[config.mk]
export PLATFORM = sky130hd
export DESIGN_NAME = chip_run_ctrl
export DESIGN_NICKNAME = d
export VERILOG_FILES = /design/src/rtl/chip_run_ctrl.sv
export SDC_FILE = /design/constraint.sdc
export NUM_CORES = 1
export LEC_CHECK = 0
export CORE_ASPECT_RATIO = 0.9
export CORE_MARGIN = 2
export CORE_UTILIZATION = 35
export CTS_BUF_LIST = sky130_fd_sc_hd__clkbuf_2
export DETAILED_ROUTE_END_ITERATION = 8
export PLACE_DENSITY = 0.68
export SLEW_MARGIN = 20
export SYNTH_ARGS = -nofsm -noshare
export SYNTH_HDL_FRONTEND = slang
export SYNTH_SLANG_ARGS = --single-unit
[constraint.sdc]
create_clock -name clk -period 2.8 [get_ports clk]
set_input_delay 0.42 -clock clk [delete_from_list [all_inputs] [get_ports clk]]
set_output_delay 0.42 -clock clk [all_outputs]
set_load 0.05 [all_outputs]
[src/rtl/chip_run_ctrl.sv]
`default_nettype none
// ============================================================================
//  Module   : chip_run_ctrl
//  Purpose  : Run controller for the single-cycle yChip datapath. Loads the
//             entry point with a one-cycle INT pulse and then advances the
//             chip one instruction per enabled cycle, either freely or in
//             single-step mode. A run stops on an instruction budget, an
//             EBREAK fetch or an external abort.
//  Ports    : clk, rst_n             - clock, async active-low reset
//             start                  - begin a run (accepted in IDLE/DONE)
//             entry, max_count,
//             step_mode              - run setup, latched on accepted start
//             step, abort            - run-time controls (RUN only)
//             ins                    - current instruction word from yChip
//             chip_int, chip_entry,
//             chip_en                - yChip INT, entryPoint, advance enable
//             busy, done             - INIT/RUN and DONE indicators
//             halt_cause             - 00 none, 01 budget, 10 EBREAK, 11 abort
//             ins_count              - instructions advanced since INIT
//  Revision : 1.0 - initial release
// ============================================================================
module chip_run_ctrl #(
    parameter logic [31:0] EBREAK = 32'h00100073,
    parameter int          CW     = 16
) (
    input  logic          clk,
    input  logic          rst_n,
    input  logic          start,
    input  logic [31:0]   entry,
    input  logic [CW-1:0] max_count,
    input  logic          step_mode,
    input  logic          step,
    input  logic          abort,
    input  logic [31:0]   ins,
    output logic          chip_int,
    output logic [31:0]   chip_entry,
    output logic          chip_en,
    output logic          busy,
    output logic          done,
    output logic [1:0]    halt_cause,
    output logic [CW-1:0] ins_count
);

    typedef enum logic [1:0] {
        ST_IDLE = 2'd0,
        ST_INIT = 2'd1,
        ST_RUN  = 2'd2,
        ST_DONE = 2'd3
    } state_t;

    localparam logic [1:0] CAUSE_NONE   = 2'b00;
    localparam logic [1:0] CAUSE_BUDGET = 2'b01;
    localparam logic [1:0] CAUSE_EBREAK = 2'b10;
    localparam logic [1:0] CAUSE_ABORT  = 2'b11;

    state_t        state_q, state_d;
    logic [31:0]   entry_q, entry_d;
    logic [CW-1:0] max_q, max_d;
    logic          step_mode_q, step_mode_d;
    logic [1:0]    cause_q, cause_d;
    logic [CW-1:0] count_q, count_d;

    always_ff @(posedge clk or negedge rst_n) begin
        if (!rst_n) begin
            state_q     <= ST_IDLE;
            entry_q     <= '0;
            max_q       <= '0;
            step_mode_q <= 1'b0;
            cause_q     <= CAUSE_NONE;
            count_q     <= '0;
        end else begin
            state_q     <= state_d;
            entry_q     <= entry_d;
            max_q       <= max_d;
            step_mode_q <= step_mode_d;
            cause_q     <= cause_d;
            count_q     <= count_d;
        end
    end

    always_comb begin
        state_d     = state_q;
        entry_d     = entry_q;
        max_d       = max_q;
        step_mode_d = step_mode_q;
        cause_d     = cause_q;
        count_d     = count_q;
        chip_int    = 1'b0;
        chip_en     = 1'b0;

        case (state_q)
            ST_IDLE, ST_DONE: begin
                // Counter and cause are cleared as the run is accepted so
                // they already read zero during the INIT cycle.
                if (start) begin
                    entry_d     = entry;
                    max_d       = max_count;
                    step_mode_d = step_mode;
                    count_d     = '0;
                    cause_d     = CAUSE_NONE;
                    state_d     = ST_INIT;
                end
            end
            ST_INIT: begin
                // INT with enable makes the chip load entry and fetch.
                chip_int = 1'b1;
                chip_en  = 1'b1;
                state_d  = ST_RUN;
            end
            ST_RUN: begin
                if (abort) begin
                    cause_d = CAUSE_ABORT;
                    state_d = ST_DONE;
                end else if (ins == EBREAK) begin
                    cause_d = CAUSE_EBREAK;
                    state_d = ST_DONE;
                end else if ((max_q != '0) && (count_q == max_q)) begin
                    cause_d = CAUSE_BUDGET;
                    state_d = ST_DONE;
                end else if (step_mode_q && !step) begin
                    state_d = ST_RUN;
                end else begin
                    chip_en = 1'b1;
                    count_d = count_q + CW'(1);
                end
            end
            default: begin
                state_d = ST_IDLE;
            end
        endcase
    end

    assign chip_entry = entry_q;
    assign busy       = (state_q == ST_INIT) || (state_q == ST_RUN);
    assign done       = (state_q == ST_DONE);
    assign halt_cause = cause_q;
    assign ins_count  = count_q;

endmodule
`default_nettype wire

==> out/results.txt, run 1 <==
Max-cap violations: 0
Cell total after placement: 539
Critical Path RT: 2.38 ns
DRT iter0 DRCs: 116
Vias/cell: 5.052
Worst Tran Pin Value: 0.7863 ns
Clk root buf: clkbuf_2
Clock sink count: 69
P per Cell Area: 1086 mW/mm^2
Grt total ovfl: 0
Initial Util: 0.3630
Syn_nets: 374
Commonest non-fill, non-tap cells in the layout: 136 x clkdlybuf4s50_1, 69 x dfrtp_1, 50 x mux2_2, 29 x nand2_1, 16 x xnor2_1
Fin crit share: 0.9684
Post-Syn Area: 0.003342 sq mm
Layout cells sized above 1: 0.2146
Post-DP HPWL: 6554 um
Critical Path AT: 2.29 ns
Dpl ws: 0.1835 ns
CTS max path bufs: 2
Syn Area/Cell: 11.77 sq um
Crit end category: primary output
Origin of the worst setup path: max_q[1]$_DFFE_PN0P_
Vias in the first global route: 2964
Leading cell type in the layout, fill and taps excluded: clkdlybuf4s50_1
Area of the die: 0.01035 sq mm
H-tree levels: 3
#FFs+latches synth: 69
GRT Overall Usage: 0.1737
Setup WS post-layout: 0.08839 ns
Peak Freq: 368.8 MHz
Setup-failing EPs final: 0
Warnings, synthesis: 0
First-pass GRT wire length: 14340 um
Chip Width: 107 um
R2R depth: 8
Run status: finished clean
Worst-path fanout max: 2
Clk slew on worst S/H paths: 0.20 ns
Reg-to-Reg End: ins_count[14]$_DFFE_PN0P_
Hold Startpoint: abort
Slew Viols, Final: 0
Worst r2r src: state_q[0]$_DFFE_PN0P_
Ys async rst share: 1.000
Most used flip-flop cell after synthesis: dfrtp_1
Min-Delay Path Class: in -> reg
Post-synth cell types: 45
Antenna Violating Nets Remaining: 0
Routability-driven placement congestion ratio: 0.7525
Placed cell areas: 0.004896 sq mm
Relative slew slack: 0.4758
Ports: 140
DRC violations left: 0
WL/cell: 15.66 um
Register area share after synthesis: 0.5167
I/O Buffers: 139
ANT cells: 0
Skew final: 0.03198 ns
Crit path time final: 2.712 ns
Synth-to-Final Area Change: 53.35%
Startpoint types: flop
Hold Path Cell Cnt: 3
Flop2flop setup slack: 0.47 ns
Initial antenna violation count: 0
Nets: 523
Hold Path End: halt_cause[0]$_DFFE_PN0P_
Pre-Repair DR Iteration Count: 4
Row count: 33
Largest net degree at the start of global routing: 38
VDD IR-drop max: 0.0007547 V
Total power: 5.568 mW
DRT Wirelength: 8770 um
Design area: 0.005125 sq mm
CTS tree: built
Num CTS Buffers: 9
Die Y: 96.70 um
Number of flops mapped to enable cells by yosys: 0
Leak pwr: 2.028 nW
WS Path Type: reg -> out
RSZ-0062 raised after global routing: yes
Via count: 2829
Final non-filler cell total: 560
Final hold violation count: 0
Clock Latency Late Sink: 0.50 ns
Core footprint: 0.009208 sq mm
Cell count after synthesis: 284
## what timing repair did
| action | in CTS | in global routing |
|---|---|---|
| setup buffers | 4 | 0 |
| hold buffers | 1 | 0 |
| cloned | 0 | 0 |
| endpoints found under the hold margin | 32 | 0 |
| gates resized for setup | 6 | 3 |
| endpoints found under the setup margin | 1 | 2 |
| pin swaps | 3 | 1 |
## Yosys cell counts (all sizes together), types with 2 or more instances
cell / n / area, sq um
dfrtp: 69 / 1727
mux2: 50 / 563.0
nand2: 30 / 112.6
xnor2: 16 / 140.1
nor4: 14 / 100.1
o22a: 11 / 96.34
nand4: 10 / 62.56
nor2: 8 / 32.54
buf: 7 / 48.79
inv: 7 / 26.27
nor3: 7 / 35.03
o21ai: 6 / 37.53
clkbuf: 5 / 18.77
nand3: 5 / 30.03
ha: 4 / 50.05
or3: 4 / 25.02
and3: 3 / 18.77
a211oi: 2 / 15.01
a21o: 2 / 15.01
a21oi: 2 / 10.01
a221o: 2 / 20.02
and2: 2 / 12.51
nand2b: 2 / 12.51
nor3b: 2 / 15.01
nor4b: 2 / 17.52
nor4bb: 2 / 20.02
or2: 2 / 12.52
## per-stage QoR
step | hold slack, ns | TNS, ns | utilization
final | 0.4900 | 0 | 0.5566
after floorplan | 0.1244 | 0 | -
after global routing | 0.4352 | -0.09270 | 0.5566
after global placement | 0.4867 | 0 | 0.5317
after CTS | 0.4492 | 0 | 0.5546
after detailed placement | 0.4930 | 0 | 0.5317
## critical path, cell delays in order (launching register included)
cell and delay [ns]:
dfrtp_1 0.45, nor4_4 0.30, nand4_1 0.17, and3_4 0.20, or3_4 0.39, a21oi_4 0.16, buf_12 0.15
## routing by layer
metal | vias to the layer above | global-route usage | wire length (um)
met5 | - | 0 | 0
met3 | 5 | 0.09299 | 961
met2 | 102 | 0.2827 | 4136
li1 | 1335 | - | -
met4 | 0 | 0.03297 | 68
met1 | 1387 | 0.2048 | 3604
## kinds of logic (layout without fill, tap and decap cells)
group | Yosys count | after routing | synth area share
buffers and inverters | 19 | 173 | 0.02808
adders and majority gates | 4 | 4 | 0.01498
AOI/OAI and AO/OA | 32 | 32 | 0.07488
and+or+nand+nor | 94 | 94 | 0.1550
muxes | 50 | 50 | 0.1685
xor gates and xnor gates | 16 | 16 | 0.04193
DFF | 69 | 69 | 0.5167
## cell type report
class	count	area [sq um]
fillers	781	4083
flip-flops and latches	69	1727
multi-input cells	196	1573
repair buffers	150	1509
well taps	122	152.6
clock inverters	6	87.58
clock buffers	10	50.05
inverters	7	26.28
## power by group
group	switching, mW	internal [mW]
clock network	0.366	0.300
registers	0.287	1.40
logic	1.85	1.37
total	2.50	3.06
## registers in the layout (all words and copies together), names as in the netlist
register,flops
chip_entry,32
state_q,2
max_q,16
step_mode_q,1
ins_count,16
halt_cause,2
## worst max-delay path by stage
stage / to / slack, ns / depth (start not counted)
6_report: chip_en / 0.09 / 6
5_1_grt: chip_en / -0.09 / 6
4_1_cts: chip_en / 0.002 / 6
3_5_place_dp: ins_count[12]$_DFFE_PN0P_ / 0.18 / 8
3_3_place_gp: ins_count[14]$_DFFE_PN0P_ / 0.29 / 8
2_1_floorplan: chip_en / 0.06 / 6
No activity file was read; power rests on OpenSTA's default activity.
==> run 2: changes to the inputs <==
CORE_MARGIN = default   (was 2)
RECOVER_POWER = 25   (was default)
==> run 2 against run 1 <==
- the flow now finishes with violations (capacitance limit, slew limit)
- cell count up 0.71%
- sequential power about the same
- worst hold slack better by 0.0036 ns
- via count up 0.42%
- non-clock buffer count up 4
- design area about the same
- sequential cell count unchanged
- routed wire length down 4.7%
- utilization about the same
- die area down 3.9%
- worst setup slack better by 0.0070 ns
- first-iteration DRC count down 9.5%
==> out/results.txt, run 2 (synthesis gave the netlist of run 1 again) <==
Ports: 140
Cell Int Power: 3.078 mW
Synth-to-Final Area Change: 53.46%
Initial Util: 0.3630
VDD IR-drop max: 0.0008019 V
Met2 Usage GRT: 0.2886
Post-DP HPWL: 6298 um
DRT iter0 DRCs: 105
Largest net degree at the start of global routing: 40
GRT Overall Usage: 0.1793
Startpoint types: flop
R2R depth: 9
Met3 global-route usage: 0.07315
Largest register FFs: 32
Psw: 2.501 mW
Hold Path End: halt_cause[0]$_DFFE_PN0P_
Final non-filler cell total: 564
Worst r2r src: state_q[0]$_DFFE_PN0P_
Vias in the first global route: 2916
ANT cells: 0
Die Y: 94.70 um
Chip Width: 105 um
Pre-Repair DR Iteration Count: 4
First-pass GRT wire length: 13940 um
CTS tree: built
Max incr delay on CP: 0.43 ns
M1 GR Usage: 0.2167
Setup-failing EPs final: 0
Clock power share: 0.119
Critical Path RT: 2.38 ns
CP Cell Sequence: nor4_2 -> nand4_1 -> and3_4 -> or3_4 -> a21oi_4 -> buf_12
Critical Path AT: 2.28 ns
Antenna Violating Nets Remaining: 0
Setup WS post-layout: 0.09540 ns
H-tree levels: 3
Failing checks: capacitance limit, slew limit
Via count: 2841
Crit end category: primary output
Clock sink count: 69
Hold Startpoint: abort
Peak Freq: 369.7 MHz
Relative slew slack: -0.1095
I/O Buffers: 139
Run status: finished with violations
Fin crit share: 0.9659
Leak pwr: 2.029 nW
Placed cell areas: 0.004903 sq mm
P per Cell Area: 1088 mW/mm^2
WL/cell: 14.82 um
Flop2flop setup slack: 0.46 ns
Vias/cell: 5.037
Num CTS Buffers: 9
WS Path Type: reg -> out
Min-Delay Path Class: in -> reg
Switching share of power: 0.4483
Dpl ws: 0.2867 ns
Reg-to-Reg End: ins_count[9]$_DFFE_PN0P_
Routability-driven placement congestion ratio: 0.7368
Worst-path fanout max: 2
Fill cell count: 804
Grt total ovfl: 0
GRT Max-Usage Layer: met2
Max-cap violations: 1
Crit path time final: 2.705 ns
Commonest non-fill, non-tap cells in the layout: 136 x clkdlybuf4s50_1, 69 x dfrtp_1, 50 x mux2_2, 29 x nand2_1, 16 x xnor2_1
CTS max path bufs: 2
DRT Wirelength: 8360 um
Worst path slowest cell: dfrtp_1
Comb pwr share: 0.582
Hold Path Cell Cnt: 3
RSZ-0062 raised after global routing: yes
Leading cell type in the layout, fill and taps excluded: clkdlybuf4s50_1
Initial antenna violation count: 0
Layout cells sized above 1: 0.2149
Clock Latency Late Sink: 0.50 ns
Cell total after placement: 540
Nets: 527
DRC violations left: 0
Slew Viols, Final: 32
Skew final: 0.02115 ns
Clk root buf: clkbuf_2
Clk slew on worst S/H paths: 0.19 ns
Design area: 0.005129 sq mm
Area of the die: 0.009944 sq mm
Core footprint: 0.009208 sq mm
Final hold violation count: 0
Worst Tran Pin Value: 1.664 ns
Reg power frac: 0.300
Row count: 33
-- run 2: cell count changes in the layout (fill, tap and decap cells not counted), sizes merged --
| cell | previous run | this run |
|---|---|---|
| clkinv | 4 | 3 |
| buf | 12 | 14 |
| inv | 7 | 8 |
| clkbuf | 10 | 11 |
| clkinvlp | 0 | 1 |
-- run 2: through the flow --
step | utilization | total power [mW] | hold WS, ns | setup TNS [ns]
after global routing | 0.5570 | 5.899 | 0.4751 | -0.05167
after global placement | 0.5325 | 4.785 | 0.4869 | 0
after CTS | 0.5566 | 5.623 | 0.4559 | 0
final | 0.5570 | 5.579 | 0.4936 | 0
after floorplan | - | 3.786 | 0.1244 | 0
after detailed placement | 0.5325 | 4.838 | 0.4924 | 0
-- run 2: per-layer routing --
layer	up-vias	share of wire
met5	-	0
met4	0	0.015
met3	12	0.094
met2	105	0.47
met1	1372	0.42
li1	1352	-
-- run 2: cell type report --
cell class / count / area, sq um / area share
timing repair buffer: 154 / 1525 / 0.2974
sequential: 69 / 1727 / 0.3367
clock buffer: 9 / 45.04 / 0.008783
multi-input combinational: 196 / 1564 / 0.3050
clock inverter: 7 / 88.84 / 0.01732
tap: 122 / 152.6 / 0.02976
inverter: 7 / 26.28 / 0.005123
-- run 2: how the worst max path moves through the flow --
stage / startpoint / endpoint / slack (ns)
after global placement: ins[16] / chip_en / 0.33
after CTS: max_q[12]$_DFFE_PN0P_ / chip_en / 0.03
after global routing: max_q[4]$_DFFE_PN0P_ / chip_en / -0.05
after floorplan: ins_count[2]$_DFFE_PN0P_ / chip_en / 0.06
after detailed placement: ins[24] / ins_count[5]$_DFFE_PN0P_ / 0.29
final: max_q[11]$_DFFE_PN0P_ / chip_en / 0.1
-- run 2: power groups by stage --
stage	combinational (mW)	sequential, mW	clock (mW)
6_report	3.24	1.67	0.664
4_1_cts	3.25	1.68	0.690
5_1_grt	3.45	1.73	0.721
3_3_place_gp	3.11	1.68	0
3_5_place_dp	3.14	1.70	0
2_1_floorplan	1.23	2.55	0
-- run 2: what timing repair did --
action	CTS	global route
hold endpoints to repair	30	0
setup endpoints to repair	1	2
hold buffers	1	0
buffers inserted	5	2
pin swaps	3	3
resized for setup	7	1
-- run 2: critical path, delay by kind of cell (launching register included) --
kind | cells | cell delay (ns)
AOI/OAI and AO/OA | 1 | 0.16
buffers and inverters | 1 | 0.15
and+or+nand+nor | 4 | 1.05
DFF | 1 | 0.43
==> run 3: changes to the inputs <==
MAX_ROUTING_LAYER = met4   (was default)
==> run 3 against run 2 <==
- the flow still finishes with violations (capacitance limit, slew limit)
- utilization unchanged
- clock-buffer cell count unchanged
- design area is the same
- routed wire length is 0.33% lower
- combinational power barely moved
- sequential share of layout area is the same
- via count down 0.11%
- sequential cell count unchanged
- die area did not move
- clock power about the same
- sequential power about the same
==> out/results.txt, run 3 (synthesis gave the netlist of run 1 again) <==
Worst r2r src: state_q[0]$_DFFE_PN0P_
Worst Tran Pin Value: 1.647 ns
Die Y: 94.70 um
Worst-path fanout max: 2
Via count: 2838
Nets: 527
Clk root buf: clkbuf_2
Core footprint: 0.009208 sq mm
Failing checks: capacitance limit, slew limit
CTS max path bufs: 2
Slew Viols, Final: 32
Run status: finished with violations
CTS tree: built
Grt total ovfl: 0
Layout cells sized above 1: 0.2149
Chip Width: 105 um
Crit path time final: 2.703 ns
WL/cell: 14.77 um
Origin of the worst setup path: max_q[11]$_DFFE_PN0P_
Leading cell type in the layout, fill and taps excluded: clkdlybuf4s50_1
DRT iter0 DRCs: 115
Total power: 5.578 mW
Uppermost layer routed: met4
Setup-failing EPs final: 0
WS Path Type: reg -> out
Critical Path AT: 2.28 ns
Largest register FFs: 32
Initial Util: 0.3630
First-pass GRT wire length: 13920 um
Peak Freq: 370.0 MHz
Largest net degree at the start of global routing: 40
Vias in the first global route: 2922
Hold Startpoint: abort
Met3 wire length: 648 um
Crit end category: primary output
Placed cell areas: 0.004903 sq mm
Post-DP HPWL: 6298 um
Pre-Repair DR Iteration Count: 4
Final hold violation count: 0
Min-Delay Path Class: in -> reg
H-tree levels: 3
Commonest non-fill, non-tap cells in the layout: 136 x clkdlybuf4s50_1, 69 x dfrtp_1, 50 x mux2_2, 29 x nand2_1, 16 x xnor2_1
Critical Path RT: 2.38 ns
DRC violations left: 0
GRT Overall Usage: 0.1851
ANT cells: 0
VDD IR-drop max: 0.0008035 V
Synth-to-Final Area Change: 53.46%
I/O Buffers: 139
Routability-driven placement congestion ratio: 0.7458
Clock sink count: 69
Setup WS post-layout: 0.09742 ns
Vias/cell: 5.032
Skew final: 0.02573 ns
Leak pwr: 2.029 nW
Clock Latency Late Sink: 0.50 ns
Row count: 33
Initial antenna violation count: 0
Metal1 wirelength: 3610 um
DRT Wirelength: 8332 um
Clk slew on worst S/H paths: 0.19 ns
Antenna Violating Nets Remaining: 0
Ports: 140
Fin crit share: 0.9652
RSZ-0062 raised after global routing: yes
Design area: 0.005129 sq mm
Relative slew slack: -0.09815
Area of the die: 0.009944 sq mm
Max-cap violations: 1
P per Cell Area: 1088 mW/mm^2
Met2 Routed Length: 3940 um
Dpl ws: 0.2867 ns
Hold Slack: 0.4937 ns
Num CTS Buffers: 9
Startpoint types: flop
run 3: cell counts in the layout (fill, tap and decap cells not counted):
No cell type changed its count.
run 3: layout make-up:
| class | count | area, sq um |
|---|---|---|
| Timing Repair Buffer | 154 | 1525 |
| Sequential cell | 69 | 1727 |
| Inverter | 7 | 26.28 |
| Multi-Input combinational cell | 196 | 1564 |
| Clock inverter | 7 | 88.84 |
| Clock buffer | 9 | 45.04 |
| Tap cell | 122 | 152.6 |
| Fill cell | 804 | 4079 |
run 3: what timing repair did:
action | in CTS | in global routing
pin swaps | 3 | 3
hold endpoints to repair | 30 | 0
resized for setup | 7 | 1
endpoints found under the setup margin | 1 | 2
hold buffers | 1 | 0
setup buffers | 5 | 2
run 3: critical path, cell delays in order (launching register included):
cell,delay (ns)
dfrtp_1,0.43
nor4_2,0.31
nand4_1,0.17
and3_4,0.19
or3_4,0.38
a21oi_4,0.16
buf_12,0.15
run 3: final timing paths:
kind	endpoint	slack [ns]	cells past startpoint
hold reg to reg	chip_entry[5]$_DFFE_PN0P_	0.53	1
max in group asynchronous	halt_cause[1]$_DFFE_PN0P_	0.51	3
setup reg to reg	ins_count[9]$_DFFE_PN0P_	0.47	9
min in group asynchronous	chip_entry[23]$_DFFE_PN0P_	0.84	2
setup / recovery	chip_en	0.1	6
hold / removal	halt_cause[0]$_DFFE_PN0P_	0.49	3
run 3: report_power, final:
group | switching, mW | leakage, nW | internal, mW
registers | 0.271 | 0.847 | 1.40
logic | 1.85 | 1.11 | 1.39
clock network | 0.375 | 0.0774 | 0.291
run 3: metrics by stage:
stage	utilization	std cells	TNS, ns
final	0.5570	564	0
after floorplan	-	284	0
after global placement	0.5325	540	0
after global routing	0.5570	564	-0.05167
after detailed placement	0.5325	540	0
after CTS	0.5566	562	0
run 3: per-layer routing:
| layer | vias to the layer above | global-route usage |
|---|---|---|
| met1 | 1365 | 0.2263 |
| met4 | 0 | 0.06808 |
| met5 | - | - |
| met2 | 106 | 0.2903 |
| met3 | 15 | 0.05728 |
| li1 | 1352 | - |
